`src/rtl/alu_ctrl_pkg.sv`:
```
// alu_ctrl_pkg: shared constants and types for the ALU control sequencer.
//   - FUNCT_*  : R-type instruction bits [31:21] recognised by the decoder
//   - ALUOP_*  : main-decoder aluop field values
//   - ALU_*    : 4-bit ALU control word encodings
//   - state_t  : sequencer FSM state (IDLE, SINGLE, MULTI)
package alu_ctrl_pkg;

    localparam logic [10:0] FUNCT_ADD = 11'b10001011000;
    localparam logic [10:0] FUNCT_SUB = 11'b11001011000;
    localparam logic [10:0] FUNCT_AND = 11'b10001010000;
    localparam logic [10:0] FUNCT_ORR = 11'b10101010000;
    localparam logic [10:0] FUNCT_LSL = 11'b11010011011;
    localparam logic [10:0] FUNCT_LSR = 11'b11010011010;
    localparam logic [10:0] FUNCT_MUL = 11'b10011011000;

    localparam logic [1:0] ALUOP_MEM   = 2'b00;
    localparam logic [1:0] ALUOP_CBZ   = 2'b01;
    localparam logic [1:0] ALUOP_RTYPE = 2'b10;
    localparam logic [1:0] ALUOP_RSVD  = 2'b11;

    localparam logic [3:0] ALU_AND   = 4'b0000;
    localparam logic [3:0] ALU_OR    = 4'b0001;
    localparam logic [3:0] ALU_ADD   = 4'b0010;
    localparam logic [3:0] ALU_LSL   = 4'b0011;
    localparam logic [3:0] ALU_LSR   = 4'b0100;
    localparam logic [3:0] ALU_SUB   = 4'b0110;
    localparam logic [3:0] ALU_PASSB = 4'b0111;
    localparam logic [3:0] ALU_MUL   = 4'b1000;

    typedef enum logic [1:0] {
        IDLE   = 2'd0,
        SINGLE = 2'd1,
        MULTI  = 2'd2
    } state_t;

endpackage

```
`src/rtl/alu_funct_decode.sv`:
```
// alu_funct_decode: combinational aluop/funct -> ALU control decoder.
//   aluop_i      [1:0]  : main-decoder aluop
//   funct_i      [10:0] : instruction bits [31:21]
//   alucontrol_o [3:0]  : ALU control word (0000 for undecodable requests)
//   is_multi_o          : request is the multi-cycle MUL
//   is_illegal_o        : request cannot be decoded (unknown funct or aluop 11)
module alu_funct_decode
    import alu_ctrl_pkg::*;
(
    input  logic [1:0]  aluop_i,
    input  logic [10:0] funct_i,
    output logic [3:0]  alucontrol_o,
    output logic        is_multi_o,
    output logic        is_illegal_o
);

    always_comb begin
        alucontrol_o = ALU_AND;
        is_multi_o   = 1'b0;
        is_illegal_o = 1'b0;
        case (aluop_i)
            ALUOP_MEM: alucontrol_o = ALU_ADD;
            ALUOP_CBZ: alucontrol_o = ALU_PASSB;
            ALUOP_RTYPE: begin
                case (funct_i)
                    FUNCT_ADD: alucontrol_o = ALU_ADD;
                    FUNCT_SUB: alucontrol_o = ALU_SUB;
                    FUNCT_AND: alucontrol_o = ALU_AND;
                    FUNCT_ORR: alucontrol_o = ALU_OR;
                    FUNCT_LSL: alucontrol_o = ALU_LSL;
                    FUNCT_LSR: alucontrol_o = ALU_LSR;
                    FUNCT_MUL: begin
                        alucontrol_o = ALU_MUL;
                        is_multi_o   = 1'b1;
                    end
                    default: is_illegal_o = 1'b1;
                endcase
            end
            default: is_illegal_o = 1'b1;
        endcase
    end

endmodule

```
`src/rtl/alu_ctrl_seq.sv`:
```
// alu_ctrl_seq: registered ALU control decoder with multi-cycle MUL sequencing.
//   clk, reset            : clock (rising edge), synchronous active-high reset
//   in_valid / in_ready   : request handshake from the main decoder
//   funct [10:0], aluop   : request payload
//   out_valid / out_ready : control-beat handshake towards EX
//   alucontrol [3:0]      : ALU control word of the current beat
//   mul_step [STEP_W-1:0] : MUL iteration index (0 outside MUL)
//   mul_first / mul_last  : beat is MUL step 0 / step MUL_ITERS-1
//   illegal               : beat (or trap pulse) came from an undecodable request
//   dbg_state             : current FSM state, for observation only
// Handshake: a transfer happens on a rising edge where valid and ready are
// both high. out_valid and the beat fields depend only on registers; in_ready
// depends on registers and out_ready only. While out_ready is low every beat
// field and the state hold.
// Build option ALU_CTRL_ILLEGAL_TRAP_EN: when defined, an illegal request
// produces no beat, only a one-cycle illegal pulse with out_valid low; when
// undefined it produces an ordinary single beat with alucontrol 0000, illegal 1.
module alu_ctrl_seq
    import alu_ctrl_pkg::*;
#(
    parameter  int MUL_ITERS = 64,
    localparam int STEP_W    = $clog2(MUL_ITERS)
) (
    input  logic              clk,
    input  logic              reset,
    input  logic              in_valid,
    output logic              in_ready,
    input  logic [10:0]       funct,
    input  logic [1:0]        aluop,
    output logic              out_valid,
    input  logic              out_ready,
    output logic [3:0]        alucontrol,
    output logic [STEP_W-1:0] mul_step,
    output logic              mul_first,
    output logic              mul_last,
    output logic              illegal,
    output state_t            dbg_state
);

    localparam logic [STEP_W-1:0] LAST_STEP = STEP_W'(MUL_ITERS - 1);

    state_t            state_q, state_d;
    logic [3:0]        alu_q, alu_d;
    logic [STEP_W-1:0] step_q, step_d;
    logic              illegal_q, illegal_d;

    logic [3:0] dec_alu;
    logic       dec_multi;
    logic       dec_illegal;
    logic       is_last;
    logic       advance;

    alu_funct_decode u_decode (
        .aluop_i      (aluop),
        .funct_i      (funct),
        .alucontrol_o (dec_alu),
        .is_multi_o   (dec_multi),
        .is_illegal_o (dec_illegal)
    );

    assign is_last = (state_q == MULTI) && (step_q == LAST_STEP);

    // The current beat leaves (or there is none) exactly when a new request
    // may enter, so "advance" doubles as in_ready and accept = in_valid here.
    assign advance = (state_q == IDLE) ||
                     (out_ready && ((state_q == SINGLE) || is_last));

    always_comb begin
        state_d   = state_q;
        alu_d     = alu_q;
        step_d    = step_q;
        illegal_d = illegal_q;
        if (advance) begin
            state_d   = IDLE;
            alu_d     = ALU_AND;
            step_d    = '0;
            illegal_d = 1'b0;
            if (in_valid) begin
`ifdef ALU_CTRL_ILLEGAL_TRAP_EN
                if (dec_illegal) begin
                    illegal_d = 1'b1;
                end else
`endif
                if (dec_multi) begin
                    state_d = MULTI;
                    alu_d   = ALU_MUL;
                end else begin
                    state_d   = SINGLE;
                    alu_d     = dec_alu;
                    illegal_d = dec_illegal;
                end
            end
        end else if ((state_q == MULTI) && out_ready) begin
            step_d = step_q + STEP_W'(1);
        end
    end

    always_ff @(posedge clk) begin
        if (reset) begin
            state_q   <= IDLE;
            alu_q     <= ALU_AND;
            step_q    <= '0;
            illegal_q <= 1'b0;
        end else begin
            state_q   <= state_d;
            alu_q     <= alu_d;
            step_q    <= step_d;
            illegal_q <= illegal_d;
        end
    end

    assign in_ready   = advance;
    assign out_valid  = (state_q != IDLE);
    assign alucontrol = alu_q;
    assign mul_step   = step_q;
    assign mul_first  = (state_q == MULTI) && (step_q == '0);
    assign mul_last   = is_last;
    assign illegal    = illegal_q;
    assign dbg_state  = state_q;

endmodule

```
`config.mk`:
```
export PLATFORM = sky130hd
export DESIGN_NAME = alu_ctrl_seq
export DESIGN_NICKNAME = d
export VERILOG_FILES = /design/src/rtl/alu_ctrl_pkg.sv /design/src/rtl/alu_funct_decode.sv /design/src/rtl/alu_ctrl_seq.sv
export SDC_FILE = /design/constraint.sdc
export NUM_CORES = 1
export LEC_CHECK = 0
export BUFFER_PORTS_ARGS = -buffer_cell sky130_fd_sc_hd__buf_2
export CORE_ASPECT_RATIO = 1.4
export CORE_MARGIN = 10
export CORE_UTILIZATION = 48
export DETAILED_ROUTE_END_ITERATION = 8
export HOLD_SLACK_MARGIN = 0.05
export MAX_ROUTING_LAYER = met4
export PLACE_DENSITY = 0.77
export SLEW_MARGIN = 10
export SYNTH_ARGS = -nofsm -noshare
export SYNTH_HDL_FRONTEND = slang
export SYNTH_HIERARCHICAL = 1
export SYNTH_SLANG_ARGS = --single-unit
```
`constraint.sdc`:
```
create_clock -name clk -period 1.7 [get_ports clk]
set_input_delay 0.085 -clock clk [delete_from_list [all_inputs] [get_ports clk]]
set_output_delay 0.085 -clock clk [all_outputs]
set_load 0.05 [all_outputs]
```
### After elaboration in Yosys (flattened, before gate mapping)

Cells that the tools add are included.

* reductions and logical operators: 13
* multiplexer cells: 12
* add/subtract/negate cells: 1
* equal/unequal tests: 12

Operators by type and width (count)
* $eq 11x11->1 const B: 7
* $pmux 4 s6: 1
* $pmux 4 s3: 1
* $mux 4: 2
* $reduce_or 7->1: 1
* $add 6x1->6 const B: 1
* $eq 6x6->1 const B: 1
* $logic_not 6->1: 1
* $mux 1: 5
* $eq 2x1->1 const B: 2
* $eq 2x2->1 const B: 2
* $logic_and 1x1->1: 4
* $logic_not 2->1: 2
* $mux 2: 2
* $reduce_or 2->1: 2
* $logic_or 1x1->1: 2
* $pmux 1 s2: 1
* $reduce_bool 2->1: 1

* output and inout port bits: 17
* bits of input ports: 17
* flip-flop bits (word level): 13
* word-level logic and storage cells: 42

### Longest topological paths before layout

* word-level depth: 6
* gate-level depth with buffers: 6
* mapped depth without buffers: 6

### Cells and area by module

The synthesis kept the hierarchy.

Modules (own cells, without submodules)
* alu_ctrl_seq: area each 755.7 um^2, times used 1, seq. area each 260.2 um^2, cells an instance 83
* alu_funct_decode: area each 262.8 um^2, times used 1, seq. area each 0.0 um^2, cells an instance 35

### Least setup slack after synthesis

Ideal clock, no wire load.

* path type: register -> register
* from: register step_q[1] (netlist: mul_step[1])
* to: register alu_q[3] (netlist: alucontrol[3])
* period minus slack after synthesis: 2070 ps
* stages on the path, launching flop included: 5
* setup time: 121 ps
* required time: 1579 ps
* path buffers: 0
* setup slack: -370 ps
* arrival: 1949 ps
* cell sequence: dfxtp_1 > ha_1 > nand3b_1 > o22ai_4 > mux2_4

* word-level cells in the longest chain between the ends: 5

Ends and longest elaborated chain
* from (decl): line alu_ctrl_seq.sv:44 `logic [STEP_W-1:0] step_q, step_d;`
* from (signal assigned): line alu_ctrl_seq.sv:107 `step_q <= step_d;`
* $eq 6x6->1: line alu_ctrl_seq.sv:61 `assign is_last = (state_q == MULTI) && (step_q == LAST_STEP);`
* $logic_and 1x1->1: line alu_ctrl_seq.sv:61
* $logic_or 1x1->1: line alu_ctrl_seq.sv:66 `(out_ready && ((state_q == SINGLE) || is_last));`
* $logic_and 1x1->1: line alu_ctrl_seq.sv:66
* $logic_or 1x1->1: line alu_ctrl_seq.sv:65 `assign advance = (state_q == IDLE) ||`
* named net in_ready: line alu_ctrl_seq.sv:27 `output logic in_ready,`
* to (signal assigned): line alu_ctrl_seq.sv:106 `alu_q <= alu_d;`
* to (decl): line alu_ctrl_seq.sv:43 `logic [3:0] alu_q, alu_d;`

The timed path passes the listed nets, and every way through them passes these cells.
A chain may end at the register's enable or synchronous reset.

### Worst setup path after layout

* from: register step_q[0] (netlist: mul_step[0])
* to: output in_ready

* word-level cells in the longest chain between the ends: 5

Ends and longest elaborated chain (line)
* $eq 6x6->1: alu_ctrl_seq.sv:61
* $logic_and 1x1->1: alu_ctrl_seq.sv:61
* $logic_or 1x1->1: alu_ctrl_seq.sv:66
* $logic_and 1x1->1: alu_ctrl_seq.sv:66
* $logic_or 1x1->1: alu_ctrl_seq.sv:65
* to (decl): alu_ctrl_seq.sv:27

No other way between the ends.

==> key figures <==
Die
  – Die X: 58.9 microns
  – Die height: 74.5 microns
  – Core ar.: 0.00200 sq mm
  – # IOs: 34
  – Die ar.: 0.00439 sq mm
  – Starting Density: 51.0%
  – Row count: 19

Finish
  – Final nets: 174
  – Synthesis-to-layout area growth: 24.2%
  – N_diodes: 0
  – Layout cells sized above 1: 35.7%
  – Layout Cells excl Fill: 175
  – Final Core Density: 63.3%

STA
  – Max Slew Vio Count: 0
  – Final hold violations: 0
  – Worst Tran Pin Value: 463 ps
  – Final setup vio count: 0
  – RSZ-0062 raised after global routing: no
  – Clock Skew: 0.747 ps
  – Max-slew headroom: 69.1%
  – Setup TNS: 0 ps
  – Min Tclk post-route: 1600 ps
  – Final hold slack: 88.0 ps
  – Post-route clock period utilization: 93.9%
  – Max Clk Rate: 626 MHz

Logic synthesis
  – Synth area leader: dfxtp_1
  – Syn_area_per_cell: 8.63 sq um
  – Area contributors post-synth: dfxtp_1 26%, nand2b_1 4.9%, nor2b_1 4.3%, mux2i_1 3.9%, a21oi_1 3.4%
  – Register area share after synthesis: 25.6%
  – Unique masters post-synth: 48
  – Post-synth top area share: 25.6%
  – Seq cells post-synth: 13
  – Synth warn: 6
  – Async set-reset flop share out of synthesis: 0%
  – Cells after Synth: 118
  – EDFF count, synth: 0
  – Syn Nets: 137
  – Most instantiated library cell after synthesis: dfxtp_1
  – Top FF cell, synth: dfxtp_1
  – Synth cell count leaders: 13 x dfxtp_1, 8 x nand2_1, 8 x nand2b_1
  – Syn Std Cell Area: 0.00102 sq mm

Placed design
  – RePlAce Congestion: 0.857
  – HPWL Detailed: 2390 microns
  – Port Buffers: 33
  – Placed cell count: 171

Worst setup path
  – Crit Path Max Fanout: 8
  – Crit Path Category: reg2out
  – Critical path arrival: 1510 ps
  – Crit path required time: 1620 ps
  – CP Launch Type: register
  – Reg-to-reg slack, setup: 300 ps
  – Crit path launch: mul_step[0]$_SDFFE_PP0P_
  – Critical path endpoint category: primary output
  – Reg-to-reg startpoint: mul_step[0]$_SDFFE_PP0P_

Route
  – Starting DRC count in detailed routing: 25
  – Antenna-violating nets left: 0
  – Routed via count: 1061
  – Final WL: 2990 microns
  – Post-route DRC: 0
  – Routed vias/inst: 6.06
  – DR pass1 iterations: 4
  – WL per Instance: 17.1 microns

Hold path
  – Min-delay src: reset
  – Worst hold path type: in2reg

CTS
  – Total CTS buffers: 3
  – Clk slew on worst S/H paths: 80 ps
  – Max clock buf depth: 2
  – CTS tree: built
  – CTS root buffer: clkbuf_4
  – Clock Latency Late Sink: 280 ps
  – CTS Hold Bufs: 0
  – H-tree levels: 1
  – CTS Sinks: 13

Run
  – Max cap viols: 0

Pwr
  – Lkg Pwr: 0.000557 uW
  – Internal power: 450 uW
  – Psw: 196 uW
  – Flop pwr share: 48.3%
  – Clk pwr share: 30.6%
  – P per Cell Area: 511 mW/mm^2
  – Combinational share of power: 21.1%
  – Total power: 646 uW
  – Worst IR Drop VDD: 0.000520 V
  – Sw Ratio: 30.3%

Global route
  – First-pass GRT wire length: 5030 microns
  – Gr ovfl total: 0
  – Initial antenna violation count: 0
  – Gr usage total: 14.6%
  – Largest net degree at the start of global routing: 13
  – Vias in the first global route: 1124

Outcome
  – Outcome: finished, final reports clean
## worst max-delay path, stage by stage (launching register included)
cell	delay (ps)
dfxtp_4	380
ha_4	180
nand3b_1	130
o22ai_4	270
buf_4	260
## path summary, 6_finish.rpt
path,to,depth (start not counted)
worst max register to register,alucontrol[3]$_SDFFE_PP0P_,4
worst min register to register,alucontrol[2]$_SDFFE_PP0P_,2
worst min-delay path,dbg_state[0]$_SDFFE_PP0P_,2
worst max-delay path,in_ready,4
## sequential cells by signal, summed over array words and instances, names as in the netlist
register,flops
alucontrol,4
dbg_state,2
illegal,1
mul_step,6
## cell families (layout without fill, tap and decap cells)
kind of cell	count (synthesis)	after routing	share of synthesized area, %
AND/OR/NAND/NOR	66	66	44.3
buffers and inverters	5	41	1.96
adder cells (fa/ha/maj)	2	2	2.46
XOR/XNOR	1	1	0.860
multiplexers	5	5	5.41
flip-flops	13	13	25.6
AO/OA/AOI/OAI	26	26	19.4
## cells in the final DEF (no fill, tap or decap), drive strengths merged, types with 2 or more instances in the layout
cell type / count
buf: 34
and3: 3
nand3: 5
clkbuf: 4
nand2: 8
nor4: 3
inv: 3
o21ai: 3
o21bai: 3
mux2i: 4
nor2b: 8
and3b: 3
dfxtp: 13
and2: 2
nand2b: 8
nor2: 4
a21oi: 8
nor3b: 3
nand4: 6
nand3b: 3
a211oi: 2
o211ai: 2
ha: 2
nor4b: 2
## cell type report
class,instances,area [sq um]
Multi-Input combinational cell,100,751
Clock buffer,4,26.3
Tap cell,21,26.3
Fill cell,196,732
Timing Repair Buffer,34,175
Sequential cell,13,275
Inverter,3,11.3
## layer usage
| metal | part of all wire [%] | GRT usage (%) | up-vias | wire length [microns] |
|---|---|---|---|---|
| li1 | - | - | 524 | - |
| met1 | 37 | 13.2 | 487 | 1110 |
| met2 | 52 | 26.2 | 39 | 1560 |
| met5 | 0 | - | - | 0 |
| met4 | 3.5 | 8.70 | 0 | 104 |
| met3 | 7.4 | 3.92 | 11 | 222 |
## power by group through the flow
stage	Combinational (uW)	Sequential [uW]	Clock (uW)
finish	136	312	197
global route	147	313	211
CTS	136	312	199
detailed placement	135	319	0
global placement	132	319	0
floorplan	64.8	336	0
## timing repair
action,in CTS,in global routing
resized for setup,0,3
endpoints found under the setup margin,0,3
buffers inserted,0,0
## through the flow
step | cell area [sq um] | worst slack (ps)
after detailed placement | 1230 | 300
after floorplan | 1040 | 19.6
final | 1260 | 104
after global placement | 1230 | 327
after global routing | 1260 | 22.6
after CTS | 1260 | 33.9
Note: power is estimated with default switching activity, not from simulation.
